### src/rtl/pid_hdng_ctrl_if.sv
// Heading-controller bus: navigation side (master) drives headings/speed, controller (slave) returns wheel speeds and status.
// Latency: none, pure wiring.
// Backpressure: none; every signal is a level or single-cycle strobe.
interface pid_hdng_ctrl_if #(
    parameter int HDNG_W = 12,
    parameter int SPD_W  = 11
);
    logic                     moving;
    logic                     hdng_vld;
    logic                     clr_integ;
    logic signed [HDNG_W-1:0] dsrd_hdng;
    logic signed [HDNG_W-1:0] actl_hdng;
    logic [SPD_W-1:0]         frwrd_spd;
    logic signed [SPD_W:0]    lft_spd;
    logic signed [SPD_W:0]    rght_spd;
    logic                     spd_vld;
    logic                     at_hdng;
    logic                     settled;

    modport master (
        output moving, hdng_vld, clr_integ, dsrd_hdng, actl_hdng, frwrd_spd,
        input  lft_spd, rght_spd, spd_vld, at_hdng, settled
    );

    modport slave (
        input  moving, hdng_vld, clr_integ, dsrd_hdng, actl_hdng, frwrd_spd,
        output lft_spd, rght_spd, spd_vld, at_hdng, settled
    );
endinterface

### src/rtl/pid_hdng_ctrl.sv
// Pipelined heading PID: wrapped/saturated error -> P + I (+ D when PID_DTERM_EN is defined) -> clamped wheel speeds, plus settled FSM.
// Latency: hdng_vld to spd_vld/speeds 3 cycles, at_hdng 2 cycles, settled 2 cycles at the earliest.
// Backpressure: none; a sample may arrive every cycle and outputs are never stalled.
module pid_hdng_ctrl #(
    parameter int HDNG_W    = 12,
    parameter int SPD_W     = 11,
    parameter int ERR_SAT_W = 10,
    parameter int P_COEFF   = 3,
    parameter int D_COEFF   = 14,
    parameter int I_SHIFT   = 4,
    parameter int AT_THR    = 30,
    parameter int HYST      = 8,
    parameter int SETTLE_N  = 8
) (
    input logic           clk,
    input logic           rst,
    pid_hdng_ctrl_if.slave bus
);
    localparam int INTEG_W = ERR_SAT_W + 6;
    localparam int DIFF_W  = ERR_SAT_W - 2;
    localparam int P_W     = ERR_SAT_W + 5;
    localparam int D_W     = DIFF_W + 6;
    localparam int SUM_W   = ERR_SAT_W + 8;
    localparam int WS_W    = SUM_W + 1;
    localparam int WHL_W   = SPD_W + 1;
    localparam int CNT_W   = $clog2(SETTLE_N + 1);

    localparam logic signed [ERR_SAT_W-1:0] ESAT_MAX = {1'b0, {(ERR_SAT_W-1){1'b1}}};
    localparam logic signed [ERR_SAT_W-1:0] ESAT_MIN = {1'b1, {(ERR_SAT_W-1){1'b0}}};
    localparam logic signed [HDNG_W-1:0]    EMAX_X   = HDNG_W'(ESAT_MAX);
    localparam logic signed [HDNG_W-1:0]    EMIN_X   = HDNG_W'(ESAT_MIN);
    localparam logic signed [WHL_W-1:0]     WHL_MAX  = {1'b0, {(WHL_W-1){1'b1}}};
    localparam logic signed [WHL_W-1:0]     WHL_MIN  = {1'b1, {(WHL_W-1){1'b0}}};
    localparam logic signed [WS_W-1:0]      WMAX_X   = WS_W'(WHL_MAX);
    localparam logic signed [WS_W-1:0]      WMIN_X   = WS_W'(WHL_MIN);
    localparam logic signed [4:0]           P_K      = 5'(P_COEFF);
    localparam logic [ERR_SAT_W-1:0]        AT_LIM   = ERR_SAT_W'(AT_THR);
    localparam logic [ERR_SAT_W-1:0]        LEAVE_LIM = ERR_SAT_W'(AT_THR + HYST);
    localparam logic [CNT_W-1:0]            CNT_LAST = CNT_W'(SETTLE_N - 1);

    if (P_COEFF > 15 || D_COEFF > 31 || SETTLE_N < 1 || HDNG_W <= ERR_SAT_W) begin : g_param_chk
        $error("pid_hdng_ctrl: parameter out of range");
    end

    typedef enum logic [1:0] {IDLE = 2'd0, TRACK = 2'd1, SETTLED = 2'd2} state_t;

    logic signed [HDNG_W-1:0]    error_q;
    logic                        vld1, vld2;
    logic signed [ERR_SAT_W-1:0] err_sat;
    logic [ERR_SAT_W-1:0]        abs_err;
    logic                        in_thr, out_hyst;
    logic signed [P_W-1:0]       p_q;
    logic signed [INTEG_W-1:0]   integ;
    logic signed [INTEG_W:0]     integ_sum;
    logic                        integ_ovf;
    logic signed [D_W-1:0]       d_q;
    logic signed [SUM_W-1:0]     pid_sum, pid8;
    logic signed [WS_W-1:0]      lft_full, rght_full;
    logic signed [WHL_W-1:0]     lft_q, rght_q;
    logic                        spd_vld_q, at_hdng_q, settled_o;
    state_t                      state_q, state_d;
    logic [CNT_W-1:0]            cnt_q, cnt_d;

    function automatic logic signed [WHL_W-1:0] clamp_whl(input logic signed [WS_W-1:0] x);
        if (x > WMAX_X)      return WHL_MAX;
        else if (x < WMIN_X) return WHL_MIN;
        else                 return x[WHL_W-1:0];
    endfunction

    // Heading difference wraps naturally in HDNG_W bits; only the result is saturated.
    always_ff @(posedge clk or posedge rst) begin
        if (rst) begin
            error_q <= '0;
            vld1    <= 1'b0;
        end else begin
            error_q <= bus.actl_hdng - bus.dsrd_hdng;
            vld1    <= bus.hdng_vld;
        end
    end

    always_comb begin
        if (error_q > EMAX_X)      err_sat = ESAT_MAX;
        else if (error_q < EMIN_X) err_sat = ESAT_MIN;
        else                       err_sat = error_q[ERR_SAT_W-1:0];
        abs_err  = err_sat[ERR_SAT_W-1] ? -err_sat : err_sat;
        in_thr   = abs_err < AT_LIM;
        out_hyst = abs_err >= LEAVE_LIM;
    end

    always_ff @(posedge clk or posedge rst) begin
        if (rst) begin
            p_q  <= '0;
            vld2 <= 1'b0;
        end else begin
            p_q  <= P_W'(P_K) * P_W'(err_sat);
            vld2 <= vld1;
        end
    end

    // Anti-windup: a sample that would overflow is discarded rather than wrapped.
    assign integ_sum = (INTEG_W+1)'(integ) + (INTEG_W+1)'(err_sat);
    assign integ_ovf = integ_sum[INTEG_W] ^ integ_sum[INTEG_W-1];

    always_ff @(posedge clk or posedge rst) begin
        if (rst)                           integ <= '0;
        else if (!bus.moving || bus.clr_integ) integ <= '0;
        else if (vld1 && !integ_ovf)       integ <= integ_sum[INTEG_W-1:0];
    end

`ifdef PID_DTERM_EN
    localparam logic signed [DIFF_W-1:0]  DSAT_MAX = {1'b0, {(DIFF_W-1){1'b1}}};
    localparam logic signed [DIFF_W-1:0]  DSAT_MIN = {1'b1, {(DIFF_W-1){1'b0}}};
    localparam logic signed [ERR_SAT_W:0] DMAX_X   = (ERR_SAT_W+1)'(DSAT_MAX);
    localparam logic signed [ERR_SAT_W:0] DMIN_X   = (ERR_SAT_W+1)'(DSAT_MIN);
    localparam logic signed [5:0]         D_K      = 6'(D_COEFF);

    logic signed [ERR_SAT_W-1:0] h0, h1;
    logic signed [ERR_SAT_W:0]   diff_full;
    logic signed [DIFF_W-1:0]    diff_sat;

    always_comb begin
        diff_full = (ERR_SAT_W+1)'(err_sat) - (ERR_SAT_W+1)'(h1);
        if (diff_full > DMAX_X)      diff_sat = DSAT_MAX;
        else if (diff_full < DMIN_X) diff_sat = DSAT_MIN;
        else                         diff_sat = diff_full[DIFF_W-1:0];
    end

    // Derivative spans two samples; history ignores moving/clr_integ.
    always_ff @(posedge clk or posedge rst) begin
        if (rst) begin
            h0  <= '0;
            h1  <= '0;
            d_q <= '0;
        end else if (vld1) begin
            h0  <= err_sat;
            h1  <= h0;
            d_q <= D_W'(D_K) * D_W'(diff_sat);
        end
    end
`else
    assign d_q = '0;
`endif

    always_comb begin
        pid_sum   = SUM_W'(p_q) + SUM_W'(integ >>> I_SHIFT) + SUM_W'(d_q);
        pid8      = pid_sum >>> 3;
        lft_full  = WS_W'($signed({1'b0, bus.frwrd_spd})) + WS_W'(pid8);
        rght_full = WS_W'($signed({1'b0, bus.frwrd_spd})) - WS_W'(pid8);
    end

    always_ff @(posedge clk or posedge rst) begin
        if (rst) begin
            lft_q     <= '0;
            rght_q    <= '0;
            spd_vld_q <= 1'b0;
            at_hdng_q <= 1'b0;
        end else begin
            lft_q     <= bus.moving ? clamp_whl(lft_full) : '0;
            rght_q    <= bus.moving ? clamp_whl(rght_full) : '0;
            spd_vld_q <= vld2 & bus.moving;
            at_hdng_q <= in_thr;
        end
    end

    always_ff @(posedge clk or posedge rst) begin
        if (rst) begin
            state_q <= IDLE;
            cnt_q   <= '0;
        end else begin
            state_q <= state_d;
            cnt_q   <= cnt_d;
        end
    end

    always_comb begin
        state_d = state_q;
        cnt_d   = cnt_q;
        if (!bus.moving) begin
            state_d = IDLE;
            cnt_d   = '0;
        end else begin
            case (state_q)
                IDLE: begin
                    state_d = TRACK;
                    cnt_d   = '0;
                end
                TRACK: begin
                    if (vld1) begin
                        if (!in_thr) begin
                            cnt_d = '0;
                        end else if (cnt_q == CNT_LAST) begin
                            state_d = SETTLED;
                            cnt_d   = '0;
                        end else begin
                            cnt_d = cnt_q + CNT_W'(1);
                        end
                    end
                end
                SETTLED: begin
                    if (vld1 && out_hyst) begin
                        state_d = TRACK;
                        cnt_d   = '0;
                    end
                end
                default: begin
                    state_d = IDLE;
                    cnt_d   = '0;
                end
            endcase
        end
    end

    always_comb settled_o = (state_q == SETTLED);

    assign bus.lft_spd  = lft_q;
    assign bus.rght_spd = rght_q;
    assign bus.spd_vld  = spd_vld_q;
    assign bus.at_hdng  = at_hdng_q;
    assign bus.settled  = settled_o;
endmodule

### src/flat_wrapper.sv
// flat-port wrapper written by rule: the top's interface ports become plain ports
module pid_hdng_ctrl_flat 
#(
    parameter int HDNG_W    = 12,
    parameter int SPD_W     = 11,
    parameter int ERR_SAT_W = 10,
    parameter int P_COEFF   = 3,
    parameter int D_COEFF   = 14,
    parameter int I_SHIFT   = 4,
    parameter int AT_THR    = 30,
    parameter int HYST      = 8,
    parameter int SETTLE_N  = 8
)
  (clk, rst, bus_moving, bus_hdng_vld, bus_clr_integ, bus_dsrd_hdng, bus_actl_hdng, bus_frwrd_spd, bus_lft_spd, bus_rght_spd, bus_spd_vld, bus_at_hdng, bus_settled);
  pid_hdng_ctrl_if #(.HDNG_W(HDNG_W), .SPD_W(SPD_W)) bus_i ();
  input logic clk;
  input logic rst;
  input wire logic [$bits(bus_i.moving)-1:0] bus_moving;
  input wire logic [$bits(bus_i.hdng_vld)-1:0] bus_hdng_vld;
  input wire logic [$bits(bus_i.clr_integ)-1:0] bus_clr_integ;
  input wire logic [$bits(bus_i.dsrd_hdng)-1:0] bus_dsrd_hdng;
  input wire logic [$bits(bus_i.actl_hdng)-1:0] bus_actl_hdng;
  input wire logic [$bits(bus_i.frwrd_spd)-1:0] bus_frwrd_spd;
  output wire logic [$bits(bus_i.lft_spd)-1:0] bus_lft_spd;
  output wire logic [$bits(bus_i.rght_spd)-1:0] bus_rght_spd;
  output wire logic [$bits(bus_i.spd_vld)-1:0] bus_spd_vld;
  output wire logic [$bits(bus_i.at_hdng)-1:0] bus_at_hdng;
  output wire logic [$bits(bus_i.settled)-1:0] bus_settled;
  assign bus_i.moving = bus_moving;
  assign bus_i.hdng_vld = bus_hdng_vld;
  assign bus_i.clr_integ = bus_clr_integ;
  assign bus_i.dsrd_hdng = bus_dsrd_hdng;
  assign bus_i.actl_hdng = bus_actl_hdng;
  assign bus_i.frwrd_spd = bus_frwrd_spd;
  assign bus_lft_spd = bus_i.lft_spd;
  assign bus_rght_spd = bus_i.rght_spd;
  assign bus_spd_vld = bus_i.spd_vld;
  assign bus_at_hdng = bus_i.at_hdng;
  assign bus_settled = bus_i.settled;
  pid_hdng_ctrl #(.HDNG_W(HDNG_W), .SPD_W(SPD_W), .ERR_SAT_W(ERR_SAT_W), .P_COEFF(P_COEFF), .D_COEFF(D_COEFF), .I_SHIFT(I_SHIFT), .AT_THR(AT_THR), .HYST(HYST), .SETTLE_N(SETTLE_N)) u_core (.clk(clk), .rst(rst), .bus(bus_i));
endmodule
### config.mk
export PLATFORM = sky130hd
export DESIGN_NAME = pid_hdng_ctrl_flat
export DESIGN_NICKNAME = d
export VERILOG_FILES = /design/src/rtl/pid_hdng_ctrl_if.sv /design/src/rtl/pid_hdng_ctrl.sv /design/src/flat_wrapper.sv
export SDC_FILE = /design/constraint.sdc
export NUM_CORES = 1
export LEC_CHECK = 0
export ABC_AREA = 1
export CAP_MARGIN = 20
export CORE_ASPECT_RATIO = 0.9
export CORE_MARGIN = 1
export CORE_UTILIZATION = 45
export DETAILED_ROUTE_END_ITERATION = 7
export GPL_ROUTABILITY_DRIVEN = 1
export PLACE_DENSITY = 0.69
export SETUP_SLACK_MARGIN = 0.4
export SLEW_MARGIN = 25
export SYNTH_ARGS = -nofsm -noshare
export SYNTH_HDL_FRONTEND = slang
export SYNTH_SLANG_ARGS = --single-unit
### constraint.sdc
create_clock -name clk -period 4.1 [get_ports clk]
set_input_delay 0.615 -clock clk [delete_from_list [all_inputs] [get_ports clk]]
set_output_delay 0.615 -clock clk [all_outputs]
set_load 0.01 [all_outputs]
* Word level (Yosys, flattened, before mapping)
Cells that the tools add are included.
** Storage, ports and cells
- Register bits after elaboration :: 75
- Latch bits :: 0
- Bits in writable memories :: 0
- Bits in read-only memories :: 0
- Input port bits :: 40
- Memories :: 0
** Cells by class
- Add/sub/neg operators :: 7
- $mul :: 1
- Divide/modulo/power cells :: 0
- Magnitude comparators :: 8
- Eq/ne operators :: 7
- Shifts and indexed selects :: 0
- Mux-type cells :: 23
- Bitwise gates (word level) :: 2
- Reduce and logical (&&, ||, !) cells :: 9
** Operators with widths (count)
- two-way mux 12 bit :: 6
- > comparator 19 x 12 -> 1 bit, second input constant :: 2
- less-than comparator 19 x 12 -> 1 bit, second input constant :: 2
- two-way mux 16 bit :: 2
- two-way mux 10 bit :: 3
- two-way mux 4 bit :: 5
- adder 16 x 10 -> 17 bit :: 1
- adder 12 x 13 -> 14 bit :: 1
- adder 13 x 12 -> 14 bit :: 1
- subtractor 12 x 13 -> 14 bit :: 1
- multiplier 3 x 10 -> 13 bit, first input constant :: 1
- > comparator 12 x 10 -> 1 bit, second input constant :: 1
- less-than comparator 12 x 10 -> 1 bit, second input constant :: 1
- inequality test 3 x 2 -> 1 bit, second input constant :: 4
- subtractor 12 bit :: 1
- >= comparator 10 x 6 -> 1 bit, second input constant :: 1
- less-than comparator 10 x 5 -> 1 bit, second input constant :: 1
- two-way mux 2 bit :: 5
- negator 10 bit :: 1
- one-hot mux 4 bit (2 select lines) :: 1
- one-hot mux 2 bit (3 select lines) :: 1
- adder 4 x 1 -> 4 bit, second input constant :: 1
- equality test 4 x 3 -> 1 bit, second input constant :: 1
- AND reduction 4 bit :: 1
- 10 further kinds :: 12

* Logic depth before layout (Yosys ltp)
Gate-level depths: netlist (run 1).
- Depth in word-level cells :: 10
- Mapped depth :: 22

* Worst setup path after synthesis (run 1)
No wires, ideal clock.
- Path kind :: reg-to-reg
- From :: reg u_core.integ[6]
- To :: reg u_core.lft_q[10], in the netlist u_core.bus.lft_spd[10]
- Arrival :: 3.127 ns
- Path slack :: 0.844 ns
- Cell stages (with the launch flop) :: 21
- Path buffers :: 0
- Period minus slack after synthesis :: 3.256 ns
- Path through :: dfrtp_1 -> ha_1 -> inv_1 -> o211ai_1 -> nand2_1 -> nand2_1 -> a21o_1 -> nand3_1 -> nand2_1 -> xor2_1 -> inv_1 -> ha_1 -> inv_1 -> nor2_1 -> a211oi_1 -> o21ai_0 -> nor2_1 -> inv_1 -> or2_2 -> nand3_2 -> o21ai_0
** On the way
- Longest elaborated chain between the ends :: 6
- Elaborated cells on any way between the ends :: 7
** RTL lines
- start, declared :: RTL line pid_hdng_ctrl.sv:53 : logic signed [INTEG_W-1:0] integ;
- start signal, assigned :: RTL line pid_hdng_ctrl.sv:107 : else if (vld1 && !integ_ovf) integ <= integ_sum[INTEG_W-1:0];
- adder 13 x 12 -> 14 bit * :: RTL line pid_hdng_ctrl.sv:145 : pid_sum = SUM_W'(p_q) + SUM_W'(integ >>> I_SHIFT) + SUM_W'(d_q);
- adder 12 x 13 -> 14 bit * :: RTL line pid_hdng_ctrl.sv:147 : lft_full = WS_W'($signed({1'b0, bus.frwrd_spd})) + WS_W'(pid8);
- less-than comparator 19 x 12 -> 1 bit :: RTL line pid_hdng_ctrl.sv:66 : else if (x < WMIN_X) return WHL_MIN;
- two-way mux 12 bit :: RTL line pid_hdng_ctrl.sv:66
- two-way mux 12 bit * :: RTL line pid_hdng_ctrl.sv:65 : if (x > WMAX_X) return WHL_MAX;
- two-way mux 12 bit * :: RTL line pid_hdng_ctrl.sv:158 : lft_q <= bus.moving ? clamp_whl(lft_full) : '0;
- end signal, assigned :: RTL line pid_hdng_ctrl.sv:158
- end, declared :: RTL line pid_hdng_ctrl.sv:59 : logic signed [WHL_W-1:0] lft_q, rght_q;
Mark *: on every way between the ends. The rest lies on a longest branch, timed or not.
A chain may end at the register's enable or synchronous reset.

* Worst setup path in the final report (run 1)
- From :: reg u_core.integ[6]
- To :: reg u_core.lft_q[1], in the netlist u_core.bus.lft_spd[1]
The elaborated chain is that of the path after synthesis.

==> results, run 1 <==
- The count of routing violations after the opening detailed-route iteration is between 200 and 300.
- In the final layout, flip-flops and latches occupy 1880 µm².
- The vias per cell is 5.08.
- The share of the core filled with cells is a little under three fifths.
- In the post-synthesis netlist, the biggest area contributors are sky130_fd_sc_hd__dfrtp_1 28%, sky130_fd_sc_hd__ha_1 17%, sky130_fd_sc_hd__nand2_1 11%.
- In the final layout, the share of cells above drive strength 1 is 11.1%.
- The final routed DRC violation total is 0.
- In this run, synthesis produced a sequential element count of 75.
- The worst hold path endpoint is u_core.bus.spd_vld.
- The max-capacitance violation count is 0.
- By count the netlist is led by 199 x sky130_fd_sc_hd__nand2_1, 117 x sky130_fd_sc_hd__inv_1, 92 x sky130_fd_sc_hd__ha_1, 83 x sky130_fd_sc_hd__a21oi_1, 75 x sky130_fd_sc_hd__dfrtp_1.
- Cell internal power was estimated by the tool at around 3600 µW.
- During placement, the flow inserted port buffers numbering 66.
- Setup repair after global routing could not meet its margin everywhere.
- The worst register-to-register path begins at u_core.integ[6].
- The pre-antenna-repair detailed-routing pass consisted of 4 iterations.
- The clock transition at the registers of the reported paths is ~70 ps.
- The clock passes through at most 2 buffers.
- The die outline area is about 16000 µm².
- The power density of the placed cells is 852 nW/µm².
- By instance count, the leading cell after synthesis is sky130_fd_sc_hd__nand2_1.
- The net count of the finished layout is 1099.
- The first global-routing pass estimated 25.9 mm of wire.
- Including well taps, the total number of placed cells is 1146.
- The critical setup path kind is reg2reg.
- The final estimated routing congestion in global placement is 0.955.
- The sequential fraction of design power is 16.3%.
- The slack of the critical path is 559 ps.
- The leading register cell type out of synthesis is sky130_fd_sc_hd__dfrtp_1.
- The clock share of power is 14.3%.
- The portion of synthesized cell area occupied by the leading cell type is ~28%.
- For the final routed database, the setup TNS stands at 0 ps.
- After clock tree synthesis, the flow added hold-fix buffers numbering 0.
- The share of async-settable or async-resettable flops after synthesis is 100%.
- The area of the mapped netlist is 6800 µm².
- The proportion of synthesized chip area in sequential cells is between 20 and 30%.
- The non-filler instance count after layout is 1165.
- The cell count of the worst hold path is 2.
- The instance count of the mapped netlist is 888.
- The maximum number of pins on one net before global-route repair is 31.
- The net switching power figure is 3420 µW.
- The number of vias in the routed layout is 5916.
- The number of global-route vias before repair is 5455.
- STA classifies the critical path startpoint as a flip-flop.
- The clock latency of the later-clocked register in the worst-skew pair is 350 ps.
- Setup violations remaining at the end of the flow were counted as 0.
- TritonCTS built the clock tree.
- Summed over all layers, the routed wires come to 15.8 mm.
- The root buffer selected by CTS is sky130_fd_sc_hd__clkbuf_16.
- The final number of max-transition violations is 0.
- In this run the remaining antenna-violating nets after routing total 0.
- The largest fanout of any net on the critical path is 5.
- The worst path uses 86.4% of the clock period.
- The synthesized netlist contains 47 unique library cells.
- Once detailed placement completed, the half-perimeter wirelength came to 12.7 mm.
- The flow ran to the end, and the final reports show no timing, DRC or antenna violations.
- Once the floorplan was initialized, standard cells occupied 46.2% of the core.
- The number of clock buffers added by TritonCTS is 9.
- The global-route usage over all layers is 20.7%.
- The tightest hold path in the finished design has a slack of 445 ps.
- For flop-to-flop paths, the worst setup slack is 560 ps.
- The number of nets in the synthesized netlist is 1025.
- The end of the worst register-to-register path is u_core.bus.lft_spd[1].
- The combinational group share of total power is a little under 70%.
- The data arrival time of the worst path is 3760 ps.
- Summing all multi-input logic gate instances after layout gives 4490 µm².
- In the final routed layout, each cell accounts on average for 13.5 µm.
- The required time of the critical path is 4320 ps.
- The fmax is 282 MHz.
- The analysis attributes to cell leakage a power of 0.00428 µW.
- The synthesized area per cell is 7.66 µm².
- The worst hold path startpoint is u_core.vld2.
- The antenna diode count is 0.
- The peak supply drop is 386 µV.
- The number of cells on the worst reg-to-reg path is 20.
- For the final database, setup skew stands at 12.2 ps.
- The H-tree depth is 3.
- The number of sinks on the clock net is 75.
- The start point of the critical path is u_core.integ[6].
- After global routing the overflow that remains totals 0.
- In this run the count of I/O pins placed on the die edge is 67.
- The path class of the tightest hold or removal check is reg2reg.
- Headroom to the max-slew limit came out at between 50% and 60%.
- The setup slack after placement is 369 ps.
- The number of enable-type register cells in the synthesized netlist is 0.
- The die is 119 µm tall.
- The core region is 14700 µm².
- The filler cells instantiated in the layout total between 1000 and 1500.
- The area growth from synthesis to layout is 20.4%.
- At the pin with the least slew margin, the transition time is 615 ps.
- Summed over all instances, the cell type with the most area after synthesis is sky130_fd_sc_hd__dfrtp_1.
- The minimum period implied by the final worst setup slack is 3540 ps.
- The endpoint class of the critical path is a flip-flop.
- From left edge to right edge, the die measures 132 µm.
- The switching part of the total is between 40% and 50%.
- The site row count is 42.
- The initial antenna violation count is 0.
- The number of synthesis warnings is 0.
- The count of endpoints failing hold in the final timing report came to 0.
## power groups by stage
stage / Clock (µW) / Sequential, µW / Combinational (µW)
finish: 998 / 1140 / 4840
CTS: 1020 / 1130 / 4600
floorplan: 0 / 1170 / 3340
global placement: 0 / 1150 / 4550
detailed placement: 0 / 1150 / 4560
global route: 1040 / 1160 / 5420
## through the flow
step | power (µW) | cell area (µm²)
after floorplan | 4510 | 6800
after global placement | 5690 | 7670
after detailed placement | 5710 | 7670
after CTS | 6750 | 8050
after global routing | 7610 | 8190
final | 6980 | 8190
## layer usage
metal / up-vias / wire length (µm) / GRT usage [%]
met2: 150 / 7220 / 34.2
li1: 3049 / - / -
met4: 0 / 548 / 8.21
met5: - / 0 / 0
met1: 2679 / 7360 / 26.7
met3: 38 / 649 / 3.69
## critical path, stage by stage, from the launching register on
cell,delay [ps]
sky130_fd_sc_hd__dfrtp_1,450
sky130_fd_sc_hd__ha_4,300
sky130_fd_sc_hd__inv_1,50
sky130_fd_sc_hd__o211ai_1,220
sky130_fd_sc_hd__nand2_1,80
sky130_fd_sc_hd__nand2_1,100
sky130_fd_sc_hd__a21o_1,170
sky130_fd_sc_hd__nand3_1,80
sky130_fd_sc_hd__nand2_1,80
sky130_fd_sc_hd__xor2_1,200
sky130_fd_sc_hd__inv_1,70
sky130_fd_sc_hd__ha_2,310
sky130_fd_sc_hd__inv_2,100
sky130_fd_sc_hd__nor2_1,70
sky130_fd_sc_hd__a211oi_1,230
sky130_fd_sc_hd__o21ai_0,120
sky130_fd_sc_hd__nor2_1,180
sky130_fd_sc_hd__inv_1,80
sky130_fd_sc_hd__or2_2,320
sky130_fd_sc_hd__nand2_1,140
sky130_fd_sc_hd__a21oi_1,90
## worst max-delay path by stage
| stage | to | cells after the start |
|---|---|---|
| global route | u_core.bus.lft_spd[2] | 17 |
| global placement | u_core.bus.lft_spd[6] | 20 |
| floorplan | u_core.bus.lft_spd[10] | 20 |
| CTS | u_core.bus.rght_spd[3] | 19 |
| detailed placement | u_core.bus.lft_spd[5] | 20 |
| finish | u_core.bus.lft_spd[1] | 20 |
## cells by family after synthesis
group                      count (synthesis)  share of synthesized area, %
and+or+nand+nor                          370                          25.5
AOI/OAI and AO/OA                        150                          12.6
buffers and inverters                    137                          8.29
adders and majority gates                 97                          18.4
DFF                                       75                          27.6
xor gates and xnor gates                  59                          7.59
## layout by cell type, fill, tap and decap left out, types with 3 or more instances in the layout
| cell type | netlist | layout |
|---|---|---|
| sky130_fd_sc_hd__nand2_1 | 199 | 198 |
| sky130_fd_sc_hd__inv_1 | 117 | 115 |
| sky130_fd_sc_hd__ha_1 | 92 | 86 |
| sky130_fd_sc_hd__a21oi_1 | 83 | 79 |
| sky130_fd_sc_hd__dfrtp_1 | 75 | 75 |
| sky130_fd_sc_hd__clkdlybuf4s50_1 | 0 | 66 |
| sky130_fd_sc_hd__nor2_1 | 54 | 52 |
| sky130_fd_sc_hd__nand3_1 | 44 | 44 |
| sky130_fd_sc_hd__xor2_1 | 45 | 43 |
| sky130_fd_sc_hd__o21ai_0 | 34 | 30 |
| sky130_fd_sc_hd__nand2_2 | 18 | 18 |
| sky130_fd_sc_hd__xnor2_1 | 14 | 13 |
| sky130_fd_sc_hd__nand3_2 | 14 | 13 |
| sky130_fd_sc_hd__buf_4 | 1 | 11 |
| sky130_fd_sc_hd__nor3_1 | 12 | 10 |
| sky130_fd_sc_hd__nand4_1 | 9 | 9 |
| sky130_fd_sc_hd__clkbuf_16 | 0 | 9 |
| sky130_fd_sc_hd__nand2_4 | 7 | 8 |
| sky130_fd_sc_hd__inv_2 | 5 | 7 |
| sky130_fd_sc_hd__o21ai_1 | 3 | 7 |
| sky130_fd_sc_hd__a21o_1 | 6 | 6 |
| sky130_fd_sc_hd__fa_1 | 5 | 5 |
| sky130_fd_sc_hd__a31oi_1 | 4 | 4 |
| sky130_fd_sc_hd__a21oi_2 | 0 | 4 |
| sky130_fd_sc_hd__bufinv_16 | 0 | 4 |
| sky130_fd_sc_hd__o21ai_2 | 3 | 3 |
| sky130_fd_sc_hd__o21bai_1 | 3 | 3 |
| sky130_fd_sc_hd__o211ai_1 | 3 | 3 |
| sky130_fd_sc_hd__or2_2 | 3 | 3 |
| sky130_fd_sc_hd__ha_4 | 0 | 3 |
| sky130_fd_sc_hd__ha_2 | 0 | 3 |
## state kept, by name, indices dropped and copies added (netlist names)
register             cells
u_core.vld2              1
u_core.bus.rght_spd     12
u_core.error_q          12
u_core.bus.at_hdng       1
u_core.vld1              1
u_core.cnt_q             4
u_core.bus.spd_vld       1
u_core.bus.lft_spd      12
u_core.integ            16
u_core.state_q           2
u_core.p_q              13
## timing repair
item	CTS	global route
setup endpoints to repair	9	22
pin swaps	1	2
setup buffers	1	2
gates resized for setup	0	29
## area by class of cell
class	instances	share of cell area, %
sequential	75	22.9
multi-input combinational	676	54.8
clock buffer	9	2.75
clock inverter	7	1.79
inverter	123	5.67
timing repair buffer	77	9.07
tap	198	3.02
No activity file was read; power rests on OpenSTA's default activity.
==> inputs of run 2 (changes only) <==
Settings changed: GPL_TIMING_DRIVEN from default to 0.
==> results, run 2 (same netlist as run 1, synthesis figures left out) <==
- The run finished with clean final reports.
- The number of inserted filler cells in the final layout is 1340.
- In the routed design, unresolved DRC markers number 0.
- The clock skew is roughly 7.1 ps.
- The routed wire length per instance is 13.1 µm.
- The critical path in this run is classified as reg2reg.
- Counting I/O delays and the setup requirement, the final critical path takes 3550 ps.
- The repair_antennas step left the layout with diodes totalling 0.
- The register with the most flip-flops in the layout has 16 of them.
- Walking the worst path, the cells encountered are ha_4 -> inv_1 -> o211ai_1 -> nand2_1 -> nand2_1 -> a21o_1 -> buf_4 -> xor2_1 -> ha_1 -> buf_2 -> nor4_2 -> nand3_1 -> a21oi_1 -> nor2_2 -> nand2_2 -> nand2_4 -> a21oi_2.
- TritonCTS built the clock tree.
- The top cell family by delay on the critical path is simple AND/OR/NAND/NOR gates.
- The ratio of cells with drive above 1 in the final layout is about 15%.
- Data arrives at the worst endpoint at 3810 ps.
- The vias per cell is 5.07.
- The top cell types in the final layout, fill and taps aside, are 194 x sky130_fd_sc_hd__nand2_1, 114 x sky130_fd_sc_hd__inv_1, 86 x sky130_fd_sc_hd__ha_1.
- The detailed-router iteration count before antenna repair is 5.
- The peak supply drop is just over 400 µV.
- The slowest library cell on the worst path is sky130_fd_sc_hd__dfrtp_1.
- The final estimated routing congestion in global placement is 0.930.
- Summed over all cells, the static leakage comes to around 0.0044 µW.
- The final net count is between 1000 and 1500.
- The worst hold path belongs to the class reg2reg.
- The detailed router finished its first iteration with 316 violations.
- The fmax is ~280 MHz.
- The number of clock buffers added by TritonCTS is 9.
- The core footprint is between 10000 and 15000 µm².
- The global-route usage over all layers is just over 20%.
- The commonest non-fill, non-tap cell in the layout is sky130_fd_sc_hd__nand2_1.
- Setup repair after global routing left no endpoint under its margin.
- The number of global-route vias before repair is approximately 5500.
- STA classifies the critical path startpoint as a flip-flop.
- The number of buffers on the longest clock path is 2.
- The footprint of the multi-input gates is 4620 µm².
- For the worst setup path, the data required time is 4360 ps.
- In this run the tool buffered the top-level ports with 65 buffer cells.
- The max-slew headroom at the worst pin is ~57%.
- The number of nets still failing antenna checks after routing is 0.
- Summed over all nets, the half-perimeter wirelength after detailed placement is around 12 mm.
- STA classifies the critical path endpoint as a flip-flop.
- The number of sinks on the clock net is between 70 and 80.
- The area growth from synthesis to layout is 23.4%.
- The maximum number of pins on one net before global-route repair is 44.
- The largest registers in the layout are u_core.integ (16), u_core.p_q (13).
- The clock latency of the later-clocked register in the worst-skew pair is 330 ps.
- The site row count is 42.
- Ranked by flip-flop count, first place goes to u_core.integ.
- Measured along the y axis, the die boundary spans 119 µm.
- The effective utilization at floorplan is between 40% and 50%.
- The count of endpoints failing hold in the final timing report was 0.
- The most used cell along the critical path is sky130_fd_sc_hd__nand2_1.
- Setup violations remaining at the end of the flow were counted as 0.
- The first global-routing pass estimated 26.0 mm of wire.
- At the pin with the least slew margin, the transition time is 642 ps.
- From left edge to right edge, the die measures 132 µm.
- The H-tree generated during clock tree synthesis spans 3 levels.
- The largest fanout of any net on the critical path is 9.
- The final critical path takes up 86.7% of the cycle.
- The buffering stage count on the worst path with inverters included is 3.
- The final-layout setup total negative slack is 0 ps.
- The top-level port count is between 60 and 70.
- Dividing total power by cell area gives a power density of 840 nW/µm².
- The final number of max-transition violations is 0.
- The die outline area is 15600 µm².
- The maximum single-stage delay on the critical path is roughly 430 ps.
- The number of buffers added to fix hold violations after cts is 0.
- The clock transition at the registers of the reported paths is 60 ps.
- The tool flagged a number of max-cap violations equal to 0.
- The initial antenna violation count came to 0.
- The root buffer selected by CTS is sky130_fd_sc_hd__clkbuf_16.
- The overall overflow remaining after global route is 0.
- The number of vias in the routed layout is about 6000.
- The sum of routed wire length over all layers is between 15 and 20 mm.
- Cells fill 57.0% of the core in the end.
- The sequential cell area is 1880 µm².
==> run 2: power by group <==
group	total, µW	internal (µW)	switching [µW]
logic	5120	2020	3100
clock network	798	475	323
registers	1130	1010	116
==> run 2: timing repair <==
item | 4_1_cts | 5_1_grt
buffers inserted | 3 | 11
pin swaps | 2 | 14
cloned | 0 | 1
resized for setup | 8 | 53
setup endpoints to repair | 20 | 24
==> run 2: cell type report <==
type | instances | area share, %
multi-input combinational | 677 | 55.0
sequential | 75 | 22.4
timing repair buffer | 80 | 9.33
inverter | 123 | 5.56
tap | 198 | 2.95
clock buffer | 9 | 2.68
buffer | 14 | 1.22
clock inverter | 7 | 0.879
==> run 2: per-layer routing <==
metal,GRT usage [%],routed length (µm),share of wire [%]
met4,6.18,309,2.0
met1,27.4,7230,47
met3,3.09,608,3.9
met2,34.0,7310,47
met5,0,0,0
==> run 2: path summary, 6_finish.rpt <==
path | endpoint | depth (start not counted) | slack, ps | startpoint
worst max-delay path | u_core.bus.rght_spd[10] | 17 | 550 | u_core.integ[6]
worst min-delay path | u_core.bus.spd_vld | 2 | 440 | u_core.vld2
worst max register to register | u_core.bus.rght_spd[10] | 17 | 550 | u_core.integ[6]
worst min register to register | u_core.bus.spd_vld | 2 | 440 | u_core.vld2
max in group asynchronous | u_core.integ[6] | 3 | 2920 | rst
min in group asynchronous | u_core.vld1 | 2 | 630 | rst
==> run 2: tightest hold or removal path, stage by stage, from the launching register on <==
cell and delay [ps]:
sky130_fd_sc_hd__dfrtp_1 320, sky130_fd_sc_hd__nand2_1 50, sky130_fd_sc_hd__inv_1 40
==> run 2: stage by stage <==
stage | hold slack [ps] | setup WS [ps] | cell area, µm² | total power, µW | std cells
6_report | 441 | 546 | 8390 | 7050 | 1183
5_1_grt | 453 | 356 | 8390 | 7730 | 1183
4_1_cts | 443 | 403 | 8080 | 6540 | 1171
3_5_place_dp | 427 | 157 | 7730 | 5650 | 1152
3_3_place_gp | 419 | 173 | 7700 | 5590 | 1151
2_1_floorplan | 413 | 844 | 6800 | 4510 | 888
==> inputs of run 3 (changes only) <==
Settings changed: CORE_UTILIZATION 45 to 40, HOLD_SLACK_MARGIN from default to 0.1, PLACE_DENSITY 0.69 to 0.63.
==> results, run 3 (same netlist as run 1, synthesis figures left out) <==
- In the routed layout, each cell is associated on average with a via count of between 5 and 6.
- The final number of max-transition violations is 0.
- The post-route netlist has 13.3% of its cells at a drive strength greater than 1.
- The top cell types in the final layout, fill and taps aside, are 192 x sky130_fd_sc_hd__nand2_1, 115 x sky130_fd_sc_hd__inv_1, 87 x sky130_fd_sc_hd__ha_1.
- The slowest library cell on the worst path is sky130_fd_sc_hd__ha_2.
- The fmax is 281 MHz.
- Across the VDD grid, the largest voltage drop is 332 µV.
- The maximum single-stage delay on the critical path is 410 ps.
- Setup repair after global routing could not meet its margin everywhere.
- The count of endpoints failing hold in the final timing report is 0.
- The first global-routing pass estimated 26.4 mm of wire.
- Clock-pin slew was measured on the worst setup and hold paths at 60 ps.
- In this run the power density over the cells is 826 nW/µm².
- The number of buffers created by CTS is 9.
- The max-slew headroom at the worst pin is 57.8%.
- The worst setup path is of the reg2reg kind.
- The clock passes through at most 2 buffers.
- After the first detailed-routing iteration, the DRC count stood at between 200 and 300.
- The launching element type of the critical path is a flip-flop.
- The die outline width is 139 µm.
- The root buffer selected by CTS is sky130_fd_sc_hd__clkbuf_16.
- In this run the core area contains 44 standard-cell rows.
- The die outline area is 17500 µm².
- The detail route stage leaves a number of antenna-violating nets equal to 0.
- The number of vias in the routed layout is 5959.
- The register with the most flip-flops in the layout has 16 of them.
- The register name with the most flops is u_core.integ.
- The clock skew is around 7.4 ps.
- Setup violations remaining at the end of the flow were counted as 0.
- Timing analysis after detailed placement gives a worst setup slack of 299 ps.
- The detailed-router iteration count before antenna repair is 5.
- The largest registers in the layout are u_core.integ (16), u_core.p_q (13).
- The CTS tree is done.
- The leakage component of the power is between 0.004 and 0.005 µW.
- The height of the die is 126 µm.
- The commonest non-fill, non-tap cell in the layout is sky130_fd_sc_hd__nand2_1.
- The clock latency of the later-clocked register in the worst-skew pair is ~340 ps.
- The detailed placer's ending HPWL is 12.7 mm.
- STA puts the critical path data arrival time at 3780 ps.
- Hold repair after CTS inserted 0 buffers.
- The count of buffers added on input and output ports is 65.
- The routed wire length per instance is 13.2 µm.
- The antenna diode count is 0.
- The run finished with clean final reports.
- The required time of the critical path is about 4300 ps.
- Along the worst path, the maximum fanout reaches 5.
- For this configuration, the core starts out at a cell density of 41.5%.
- The filler cells instantiated in the layout total 1621.
- The final routed DRC violation total is 0.
- The path class of the tightest hold or removal check is reg2reg.
- The global-route usage over all layers is between 15 and 20%.
- Entering global routing, the biggest net connects 45 pins.
- The H-tree was split into 3 levels.
- The final worst-path cycle share is 86.7%.
- The total overflow left after global routing is 0.
- Walking the worst path, the cells encountered are ha_1 -> inv_1 -> o21bai_2 -> a21oi_2 -> a21oi_2 -> or2_2 -> xnor2_1 -> inv_1 -> ha_2 -> inv_1 -> a21oi_1 -> nand2_1 -> a21oi_2 -> o21ai_2 -> nand2_1 -> nand2_2 -> a21oi_1 -> nor2_1.
- The routed design could run at a clock period as short as about 3600 ps.
- The area growth from synthesis to layout is 21.6%.
- Wires add up to 15.6 mm.
- In the post-route analysis, the smallest setup slack over all paths is 546 ps.
- The initial antenna violation count is 0.
- The final estimated routing congestion in global placement is 0.890.
- The number of global-route vias before repair is around 5700.
- The endpoint class of the critical path is a flip-flop.
- The max-capacitance violation count is 0.
- The number of sinks on the clock net is 75.
- The top-level port count is 67.
- At the pin with the least slew margin, the transition time is 626 ps.
- Hold timing on the final database bottoms out at a slack of 449 ps.
- The net count of the finished layout is roughly 1100.
- The core footprint is 16400 µm².
- The final-layout setup total negative slack is 0 ps.
## run 3: where the power goes
part	switching [µW]	internal, µW
Clock	320	426
Sequential	119	1010
Combinational	3020	1930
Total	3460	3370
## run 3: timing repair
item,4_1_cts,5_1_grt
gates resized for setup,8,42
cloned,0,2
pin swaps,1,8
endpoints found under the setup margin,19,24
buffers inserted,1,4
## run 3: layout make-up
class | instances | area, µm² | area share (%)
Buffer | 14 | 100 | 1.21
Clock inverter | 6 | 40.0 | 0.484
Tap cell | 207 | 259 | 3.13
Multi-Input combinational cell | 678 | 4570 | 55.3
Clock buffer | 10 | 239 | 2.89
Sequential cell | 75 | 1880 | 22.7
Inverter | 123 | 467 | 5.64
Timing Repair Buffer | 71 | 716 | 8.65
## run 3: path summary, 6_finish.rpt
kind	start	cells past startpoint	slack [ps]	end
max in group asynchronous	rst	3	2920	u_core.integ[7]
setup reg to reg	u_core.integ[8]	18	550	u_core.bus.rght_spd[1]
hold / removal	u_core.vld2	2	450	u_core.bus.spd_vld
hold reg to reg	u_core.vld2	2	450	u_core.bus.spd_vld
min in group asynchronous	rst	2	620	u_core.cnt_q[3]
setup / recovery	u_core.integ[8]	18	550	u_core.bus.rght_spd[1]
## run 3: metrics by stage
stage / cell area [µm²] / util [%] / instances / power (µW)
2_1_floorplan: 6800 / - / 888 / 4510
3_3_place_gp: 7710 / 47.0 / 1160 / 5610
3_5_place_dp: 7740 / 47.2 / 1161 / 5670
4_1_cts: 8060 / 49.1 / 1178 / 6490
5_1_grt: 8270 / 50.4 / 1184 / 7500
6_report: 8270 / 50.4 / 1184 / 6830
## run 3: metal layers
metal | part of all wire (%) | vias to the layer above | track usage [%]
met5 | 0 | - | 0
met4 | 2.0 | 0 | 4.64
met3 | 3.4 | 31 | 2.81
met2 | 47 | 119 | 32.1
met1 | 48 | 2742 | 23.9
li1 | - | 3067 | -
## run 3: critical path: cells and delay by family (launching register included)
| family | cells | cell delay [ps] |
|---|---|---|
| AO/OA/AOI/OAI | 7 | 1000 |
| adder cells (fa/ha/maj) | 2 | 750 |
| AND/OR/NAND/NOR | 5 | 670 |
| buffers and inverters | 3 | 410 |
| flip-flops | 1 | 400 |
| XOR/XNOR | 1 | 190 |
